`config.mk`:
```
export PLATFORM = sky130hd
export DESIGN_NAME = tcdm_rr_arbiter
export DESIGN_NICKNAME = d
export VERILOG_FILES = /design/src/rtl/tcdm_rr_arbiter.sv
export SDC_FILE = /design/constraint.sdc
export NUM_CORES = 1
export LEC_CHECK = 0
export ABC_AREA = 1
export CAP_MARGIN = 10
export CORE_AREA = 2 2 165 167
export CTS_CLUSTER_SIZE = 8
export DETAILED_ROUTE_END_ITERATION = 6
export DIE_AREA = 0 0 167 169
export PLACE_DENSITY = 0.61
export SYNTH_ARGS = -nofsm -noshare
export SYNTH_HDL_FRONTEND = slang
export SYNTH_SLANG_ARGS = --single-unit
```
`constraint.sdc`:
```
create_clock -name clk_i -period 3.7 [get_ports clk_i]
set_input_delay 1.11 -clock clk_i [delete_from_list [all_inputs] [get_ports clk_i]]
set_output_delay 1.11 -clock clk_i [all_outputs]
set_load 0.01 [all_outputs]
```
`src/rtl/tcdm_rr_arbiter.sv`:
```
`default_nettype none
// ============================================================================
// Module      : tcdm_rr_arbiter
// Description : Shares one TCDM-style master port (req/gnt/r_valid) between
//               N_PORTS requesters. Round-robin arbitration on the request
//               channel with zero added latency. Responses are routed back
//               in order through an ID FIFO that holds the indices of the
//               granted requesters.
// Revision    : 1.0 - initial release
// ----------------------------------------------------------------------------
// Ports
//   clk_i, rst_i        clock, asynchronous active-high reset
//   s_req_i/s_gnt_o     per-port request / grant
//   s_add_i, s_wen_i,   per-port address, write-enable (active-low),
//   s_wdata_i, s_be_i   write data and byte enables (port k at slice k)
//   s_r_valid_o         per-port response valid
//   s_r_rdata_o/opc_o   response data / error, broadcast to all ports
//   m_*                 shared master port toward the interconnect
//   busy_o              high while transactions are outstanding
// Build option
//   TCDM_ARB_PRIO0_EN   port 0 gets absolute priority over the RR ports
// ============================================================================
module tcdm_rr_arbiter #(
   parameter int N_PORTS         = 4,
   parameter int ADDR_WIDTH      = 32,
   parameter int DATA_WIDTH      = 32,
   parameter int MAX_OUTSTANDING = 4
) (
   input  logic                             clk_i,
   input  logic                             rst_i,
   input  logic [N_PORTS-1:0]               s_req_i,
   input  logic [N_PORTS*ADDR_WIDTH-1:0]    s_add_i,
   input  logic [N_PORTS-1:0]               s_wen_i,
   input  logic [N_PORTS*DATA_WIDTH-1:0]    s_wdata_i,
   input  logic [N_PORTS*DATA_WIDTH/8-1:0]  s_be_i,
   output logic [N_PORTS-1:0]               s_gnt_o,
   output logic [N_PORTS-1:0]               s_r_valid_o,
   output logic [DATA_WIDTH-1:0]            s_r_rdata_o,
   output logic                             s_r_opc_o,
   output logic                             m_req_o,
   output logic [ADDR_WIDTH-1:0]            m_add_o,
   output logic                             m_wen_o,
   output logic [DATA_WIDTH-1:0]            m_wdata_o,
   output logic [DATA_WIDTH/8-1:0]          m_be_o,
   input  logic                             m_gnt_i,
   input  logic                             m_r_valid_i,
   input  logic [DATA_WIDTH-1:0]            m_r_rdata_i,
   input  logic                             m_r_opc_i,
   output logic                             busy_o
);

   localparam int c_be_w  = DATA_WIDTH / 8;
   localparam int c_idx_w = (N_PORTS > 1) ? $clog2(N_PORTS) : 1;
   localparam int c_ptr_w = (MAX_OUTSTANDING > 1) ? $clog2(MAX_OUTSTANDING) : 1;
   localparam int c_cnt_w = $clog2(MAX_OUTSTANDING + 1);

   logic [c_idx_w-1:0] r_rr_ptr;
   logic [c_idx_w-1:0] r_fifo [MAX_OUTSTANDING];
   logic [c_ptr_w-1:0] r_wptr;
   logic [c_ptr_w-1:0] r_rptr;
   logic [c_cnt_w-1:0] r_count;

   logic               w_fifo_empty;
   logic               w_fifo_full;
   logic [c_idx_w:0]   w_scan;
   logic [c_idx_w-1:0] w_win_idx;
   logic               w_win_valid;
   logic               w_hs;
   logic               w_pop;
   logic               w_rr_upd;
   logic [c_idx_w-1:0] w_rr_next;
   logic [c_idx_w-1:0] w_head;
   logic [c_ptr_w-1:0] w_wptr_next;
   logic [c_ptr_w-1:0] w_rptr_next;

   assign w_fifo_empty = (r_count == '0);
   assign w_fifo_full  = (r_count == c_cnt_w'(MAX_OUTSTANDING));
   assign w_head       = r_fifo[r_rptr];

   // Scan downward over the offsets so that the last hit, i.e. the one
   // closest to r_rr_ptr, is the winner. The sum is one bit wider so the
   // modulo wrap works for non-power-of-two port counts.
   always_comb begin
      w_win_valid = 1'b0;
      w_win_idx   = '0;
      w_scan      = '0;
      for (int i = N_PORTS - 1; i >= 0; i--) begin
         w_scan = {1'b0, r_rr_ptr} + (c_idx_w + 1)'(i);
         if (w_scan >= (c_idx_w + 1)'(N_PORTS)) begin
            w_scan = w_scan - (c_idx_w + 1)'(N_PORTS);
         end
         if (s_req_i[w_scan[c_idx_w-1:0]]) begin
            w_win_valid = 1'b1;
            w_win_idx   = w_scan[c_idx_w-1:0];
         end
      end
`ifdef TCDM_ARB_PRIO0_EN
      if (s_req_i[0]) begin
         w_win_valid = 1'b1;
         w_win_idx   = '0;
      end
`endif
   end

   // A full FIFO blocks the request even when a pop happens this cycle;
   // the freed slot becomes usable on the next cycle.
   assign m_req_o = (|s_req_i) & ~w_fifo_full;
   assign w_hs    = m_req_o & m_gnt_i;
   assign w_pop   = m_r_valid_i & ~w_fifo_empty;

`ifdef TCDM_ARB_PRIO0_EN
   // Port 0 handshakes must not disturb the rotation among ports 1..N-1.
   assign w_rr_upd = w_hs & (w_win_idx != '0);
`else
   assign w_rr_upd = w_hs;
`endif

   assign w_rr_next   = (w_win_idx == c_idx_w'(N_PORTS - 1)) ? '0 : w_win_idx + c_idx_w'(1);
   assign w_wptr_next = (r_wptr == c_ptr_w'(MAX_OUTSTANDING - 1)) ? '0 : r_wptr + c_ptr_w'(1);
   assign w_rptr_next = (r_rptr == c_ptr_w'(MAX_OUTSTANDING - 1)) ? '0 : r_rptr + c_ptr_w'(1);

   // Request-field mux: winner's fields, zero when nobody requests.
   always_comb begin
      m_add_o   = '0;
      m_wen_o   = 1'b0;
      m_wdata_o = '0;
      m_be_o    = '0;
      for (int k = 0; k < N_PORTS; k++) begin
         if (w_win_valid && (w_win_idx == c_idx_w'(k))) begin
            m_add_o   = s_add_i[k*ADDR_WIDTH +: ADDR_WIDTH];
            m_wen_o   = s_wen_i[k];
            m_wdata_o = s_wdata_i[k*DATA_WIDTH +: DATA_WIDTH];
            m_be_o    = s_be_i[k*c_be_w +: c_be_w];
         end
      end
   end

   generate
      for (genvar k = 0; k < N_PORTS; k++) begin : g_port
         assign s_gnt_o[k]     = w_hs  & (w_win_idx == c_idx_w'(k));
         assign s_r_valid_o[k] = w_pop & (w_head == c_idx_w'(k));
      end
   endgenerate

   assign s_r_rdata_o = m_r_rdata_i;
   assign s_r_opc_o   = m_r_opc_i;
   assign busy_o      = ~w_fifo_empty;

   // ID FIFO storage needs no reset: entries are only read below r_count.
   always_ff @(posedge clk_i) begin
      if (w_hs) begin
         r_fifo[r_wptr] <= w_win_idx;
      end
   end

   always_ff @(posedge clk_i or posedge rst_i) begin
      if (rst_i) begin
         r_rr_ptr <= '0;
         r_wptr   <= '0;
         r_rptr   <= '0;
         r_count  <= '0;
      end else begin
         if (w_rr_upd) begin
            r_rr_ptr <= w_rr_next;
         end
         if (w_hs) begin
            r_wptr <= w_wptr_next;
         end
         if (w_pop) begin
            r_rptr <= w_rptr_next;
         end
         case ({w_hs, w_pop})
            2'b10:   r_count <= r_count + c_cnt_w'(1);
            2'b01:   r_count <= r_count - c_cnt_w'(1);
            default: r_count <= r_count;
         endcase
         // A response with nothing outstanding is dropped; flag it.
         assert (!(m_r_valid_i && w_fifo_empty))
            else $warning("tcdm_rr_arbiter: spurious response dropped (no outstanding ID)");
      end
   end

endmodule
`default_nettype wire

```
==> run metrics, run 1 <==
measured slew at the worst slew-check pin 0.390 ns; clock latency on the worst-skew pair 0.25 ns; YS warnings 0; most common cell after layout, fill and taps aside clkdlybuf4s50_1; register area 465 um^2; die height 169 um; initial antenna violation count 1; CTS tree yes; Synth cell types 26; Crit Path Class input port to output pin; Worst EP arrival 2.97 ns; DR DRC count 0; Slew headroom 74.0%; Reg clk slew, reported paths 0.05 ns; FMAX 245 MHz; Max-Cap Viols 0; status finished with violations; first-pass GRT wire length 40800 um; layout cells sized above 1 36.3%; CTS buffer count 3; Sink Count 17; Endpoint, Worst Hold r_count[0]$_DFFE_PP0P_; Final #Nets 1450; largest net degree at the start of global routing 36; routability cong. 0.848; total grt overflow 0; setup ws final -0.384 ns; Vias 6826; share of Yosys cell area claimed by the top area cell type 26.6%; Final Critical Period 4.08 ns; Avg Inst Size Synth 5.66 um^2; I/O pins 429; endpoint type of the worst setup path output pin; cell taking the most area after synthesis nand3_1; Multi-input gate area 3770 um^2; crit-path max FO 8; Final Cell Area 10300 um^2; Hold Path Class register to register; post-route clock period utilization 110%; CP dominant cell by count nand2_2; WP data required 2.59 ns; Initial Util 15.6%; max-slew violations 0; Mapped Cells 731; number of global-route vias before repair 6867; CP peak stage delay 0.23 ns; Clock Root Buffer clkbuf_16; post-route setup TNS -21.80 ns; delay-heaviest family, CP simple AND/OR/NAND/NOR gates; Cell Chain, Critical Path buf_6 -> inv_2 -> nand2_2 -> nand3_2 -> nand2_2 -> nand3_2 -> nand2_2 -> nand2_2 -> nand2_4 -> inv_4 -> ha_4 -> nand2_8 -> buf_12 -> buf_12 -> buf_16 -> or2_1 -> nand3_2 -> nand2_2 -> buf_6; fillers 2673; Die Area 28200 um^2; most frequent cells in the layout clkdlybuf4s50_1, nand3_1, nand2_1, nand3_2, buf_6; fin cells 1463; hold depth 1; Detailed Routing Iterations Pass 1 5; Tot GR Track Use 18.6%; top cells by area, synth nand3_1, nand2_1, nand4_1; Yosys reg bits 17; HPWL Detailed 17700 um; reg2reg path depth 12; die width 167 um; syn nets 1059; CTS H-tree lvls 1; post-synthesis sequential area ratio 11.3%; pre-CTS setup slack -1.24 ns; FF-to-FF End r_count[2]$_DFFE_PP0P_; Post-Place Cells 1397; clk_skew 0.00346 ns; Critical Path Start Type input port; reg2reg setup slack 1.61 ns; placed cell areas 8460 um^2; Via-to-Cell Ratio 4.67; RSZ-0062 raised after global routing true; Area Overhead vs Synth 150%; Buf/Inv on CP 7; I/O Buffers 362; Rows 60; remaining antenna violation count after routing 0; final wirelength 28600 um; WL/cell 19.6 um; reg-to-reg startpoint r_count[0]$_DFFE_PP0P_; final setup violation count 70; Hold Crit Start r_count[0]$_DFFE_PP0P_; synthesized area 4140 um^2; CP max stage cell or2_1; failing checks setup timing; core area 26500 um^2; Hold Vio Cnt, Final 0; 1st-iter DRT viols 386; clk buf depth 2
kinds of logic (layout without fill, tap and decap cells):
| logic type | Yosys count | in the layout | share of synthesized area [%] |
|---|---|---|---|
| AO/OA/AOI/OAI | 15 | 15 | 1.91 |
| XOR/XNOR | 3 | 3 | 0.635 |
| AND/OR/NAND/NOR | 550 | 550 | 65.6 |
| adder cells (fa/ha/maj) | 11 | 11 | 3.51 |
| other | 0 | 1 | 0 |
| buffers and inverters | 135 | 525 | 17.1 |
| flip-flops | 17 | 17 | 11.3 |
flip-flops by register name, indices dropped and copies added (netlist names):
| register | count |
|---|---|
| r_wptr | 2 |
| r_fifo | 8 |
| r_rptr | 2 |
| r_count | 3 |
| r_rr_ptr | 2 |
cells in the mapped netlist (all sizes together):
cell      n
and2      1
edfxtp    8
a21oi     2
nand2   175
nor2     14
nand3   220
xnor2     2
o21ai    12
ha       10
a32oi     1
fa        1
dfrtp     9
inv      32
or2      69
buf      70
xor2      1
clkbuf   33
nand4    71
worst max path at each step:
stage / start / to / slack, ns / cells after the start
4_1_cts: s_req_i[3] / m_add_o[21] / -0.42 / 17
3_5_place_dp: s_req_i[1] / m_add_o[23] / -1.24 / 16
6_report: s_req_i[2] / m_wdata_o[28] / -0.38 / 19
3_3_place_gp: s_req_i[3] / m_add_o[24] / -1.23 / 18
5_1_grt: s_req_i[3] / m_wdata_o[16] / -0.52 / 15
2_1_floorplan: s_req_i[1] / m_add_o[15] / 0.005 / 16
metal layers:
metal	global-route usage (%)	up-vias	part of all wire, %
met4	6.82	0	3.6
met2	33.9	316	51
met3	2.60	60	6.1
met1	22.3	3182	39
li1	-	3268	-
met5	0	-	0
metrics by stage:
step	utilization (%)	hold slack, ns
after floorplan	-	0.437
after global placement	31.9	0.454
after detailed placement	31.9	0.456
after CTS	37.9	0.466
after global routing	39.0	0.474
final	39.0	0.463
cell type report:
cell class | count | share of cell area (%)
Sequential cell | 17 | 4.51
Antenna cell | 1 | 0.0242
Clock buffer | 3 | 0.727
Timing Repair Buffer | 489 | 52.7
Clock inverter | 1 | 0.0485
Tap cell | 341 | 4.13
Inverter | 32 | 1.38
Multi-Input combinational cell | 579 | 36.5
timing repair:
item	4_1_cts	5_1_grt
gates resized for setup	493	73
gates cloned	25	3
hold buffers	0	0
setup buffers	33	6
endpoints found under the setup margin	75	76
pin swaps	84	69
Power of run 1 is not shown: default switching activity piles up to over one toggle a cycle in this logic, so the estimate is an artifact.
==> inputs of run 2 (changes only) <==
--- a/config.mk
+++ b/config.mk
@@ -7,11 +7,11 @@
 export LEC_CHECK = 0
 export ABC_AREA = 1
 export CAP_MARGIN = 10
-export CORE_AREA = 2 2 165 167
+export CORE_AREA = 2 2 166 168
 export CTS_CLUSTER_SIZE = 8
 export DETAILED_ROUTE_END_ITERATION = 6
-export DIE_AREA = 0 0 167 169
-export PLACE_DENSITY = 0.61
+export DIE_AREA = 0 0 168 170
+export PLACE_DENSITY = 0.45
 export SYNTH_ARGS = -nofsm -noshare
 export SYNTH_HDL_FRONTEND = slang
 export SYNTH_SLANG_ARGS = --single-unit
==> constraint.sdc (replaced) <==
create_clock -name clk_i -period 4.2 [get_ports clk_i]
set_input_delay 1.26 -clock clk_i [delete_from_list [all_inputs] [get_ports clk_i]]
set_output_delay 1.26 -clock clk_i [all_outputs]
set_load 0.01 [all_outputs]
==> run 2 against run 1 <==
  * The run still ends with setup timing left
  * Flip-flop and latch count stayed put
  * Clock-buffer cell count stayed put
  * Hold slack better by 0.0053 ns
  * Cell area is 2.8% higher
  * Wire length is 9.9% higher
==> run metrics, run 2 (synthesis gave the netlist of run 1 again) <==
PD cells 1360 nW/um^2; Detailed Routing Iterations Pass 1 4 (-1); initial antenna violation count 3 (+2); Die Area 28600 um^2 (+1.2%); endpoint type of the worst setup path output pin; Hold Vio Cnt, Final 0 (unchanged); clock latency on the worst-skew pair 0.25 ns (about the same); die height 170 um (+0.59%); number of global-route vias before repair 7126 (+3.8%); CP dominant cell by count nand3_2; CTS tree yes; Tot GR Track Use 20.4% (+1.7 points); reg2reg path depth 30 (+18); largest net degree at the start of global routing 24 (-33%); max-slew violations 0 (unchanged); total grt overflow 0 (unchanged); CP peak stage delay 0.19 ns (-0.04 ns); Sink Count 17 (unchanged); combinational share of power 96.5%; reg-to-reg startpoint r_rr_ptr[1]$_DFFE_PP0P_; FMAX 222 MHz; FF-to-FF End r_rr_ptr[0]$_DFFE_PP0P_; measured slew at the worst slew-check pin 0.395 ns (+0.00554 ns); Via-to-Cell Ratio 4.69 (+0.46%); Worst EP arrival 3.25 ns (+0.28 ns); Internal Power 7.62 mW; Initial Util 15.5% (-0.088 points); Max-Cap Viols 0 (unchanged); routability cong. 0.807 (-4.8%); I/O Buffers 362 (unchanged); Critical Path Start Type input port; layout cells sized above 1 32.6% (-3.7 points); RSZ-0062 raised after global routing true; Vias 6993 (+2.4%); Psw 6.86 mW; 1st-iter DRT viols 306 (-21%); post-route clock period utilization 107%; core area 26700 um^2 (+0.57%); maximum VDD drop 0.644 mV; largest registers r_fifo x8, r_count x3; switch share 47.4%; failing checks setup timing; Cell Chain, Critical Path buf_8 -> inv_6 -> o21ai_2 -> nand2_2 -> nand3_2 -> buf_6 -> nand3_4 -> nand2_4 -> buf_6 -> ha_4 -> clkinv_8 -> buf_12 -> buf_12 -> nand4_1 -> nand3_2 -> nand3_2 -> nand2_1 -> buf_2; Flop pwr share 2.2%; Top reg by flops r_fifo; hold depth 1 (unchanged); Final Critical Period 4.51 ns; Hold Crit Start r_count[0]$_DFFE_PP0P_; clk_skew 0.00158 ns (-0.00188 ns); first-pass GRT wire length 44000 um (+7.7%); post-route setup TNS -17.35 ns (+4.45 ns); Clk pwr share 1.3%; Final #Nets 1478 (+1.9%); crit path launch s_req_i[1]; Area Overhead vs Synth 157%; CTS H-tree lvls 1 (unchanged); WL/cell 21.1 um (+7.8%); Crit Path Class input port to output pin; I/O pins 429 (unchanged); final wirelength 31400 um (+9.9%); Slew headroom 73.5% (-0.53 points); Clock Root Buffer clkbuf_16; max reg flops 8 (unchanged); final setup violation count 71 (+1.4%); reg2reg setup slack 0.27 ns (-1.34 ns); CTS buffer count 3 (unchanged); crit-path max FO 6 (-2); remaining antenna violation count after routing 0 (unchanged); WP data required 2.94 ns (+0.35 ns); DR DRC count 0 (unchanged); CP max stage cell ha_4; most common cell after layout, fill and taps aside clkdlybuf4s50_1; HPWL Detailed 19900 um (+13%); Leak Pwr 4.71 nW; Reg clk slew, reported paths 0.05 ns (about the same); worst hold margin 0.468 ns (+0.00525 ns); most frequent cells in the layout clkdlybuf4s50_1, nand3_1, nand2_1, nand4_1, nand3_2; Rows 60 (unchanged); status finished with violations; Hold Path Class register to register; setup ws final -0.310 ns (+0.0734 ns); clk buf depth 2 (unchanged); Endpoint, Worst Hold r_count[0]$_DFFE_PP0P_; die width 168 um (+0.60%)
==> run 2: cell count changes in the layout (fill, tap and decap cells not counted), sizes merged <==
cell,delta
clkinv,+2
dlymetal6s2s,-1
buf,+24
dlygate4sd2,+1
clkbuf,+2
inv,-2
diode,+1
clkdlybuf4s50,+2
==> run 2: cell type report <==
type                       instances  area (um^2)
tap                              341          427
fill                            2738        16000
clock buffer                       3         75.1
clock inverter                     1         5.00
multi-input combinational        579         3650
timing repair buffer             517         5820
antenna                            2         5.00
sequential                        17          465
inverter                          32          168
==> run 2: worst max path at each step <==
stage	end	cells after the start
floorplan	m_add_o[0]	15
CTS	m_wdata_o[18]	21
detailed placement	m_add_o[8]	18
global placement	m_add_o[8]	18
global route	m_wdata_o[30]	18
finish	m_add_o[25]	18
==> run 2: layer usage <==
metal,part of all wire (%),vias to the layer above,track usage [%]
li1,-,3317,-
met1,39,3307,23.0
met5,0.029,-,0
met2,52,304,38.8
met4,3.0,2,5.90
met3,6.6,63,3.79
==> run 2: what timing repair did <==
item | in CTS | in global routing
gates cloned | 26 | 6
endpoints found under the setup margin | 74 | 74
gates resized for setup | 454 | 125
buffers inserted | 54 | 6
pin swaps | 74 | 88
hold buffers | 0 | 0
==> run 2: power groups by stage <==
stage | Combinational [mW] | Clock, mW | Sequential (mW)
2_1_floorplan | 4.63 | 0 | 0.305
4_1_cts | 13.0 | 0.196 | 0.317
5_1_grt | 14.9 | 0.204 | 0.331
6_report | 14.0 | 0.192 | 0.321
3_5_place_dp | 9.94 | 0 | 0.318
3_3_place_gp | 9.98 | 0 | 0.318
==> run 2: stage by stage <==
step           total power, mW  util [%]  setup WS (ns)  cell area, um^2  instances
6_report                  14.5      39.8         -0.310            10600       1492
5_1_grt                   15.4      39.8         -0.402            10600       1492
4_1_cts                   13.6      37.8         -0.286            10100       1488
3_5_place_dp              10.3      32.0          -1.19             8520       1404
3_3_place_gp              10.3      32.0          -1.17             8520       1404
2_1_floorplan             4.93         -       -0.00368             4140        731
==> run 2: critical path: cells and delay by family <==
kind,cells,cell delay (ns)
AOI/OAI and AO/OA,1,0.15
and+or+nand+nor,8,0.78
buffers and inverters,8,0.86
adders and majority gates,1,0.19
(Power assumes the default switching activity.)
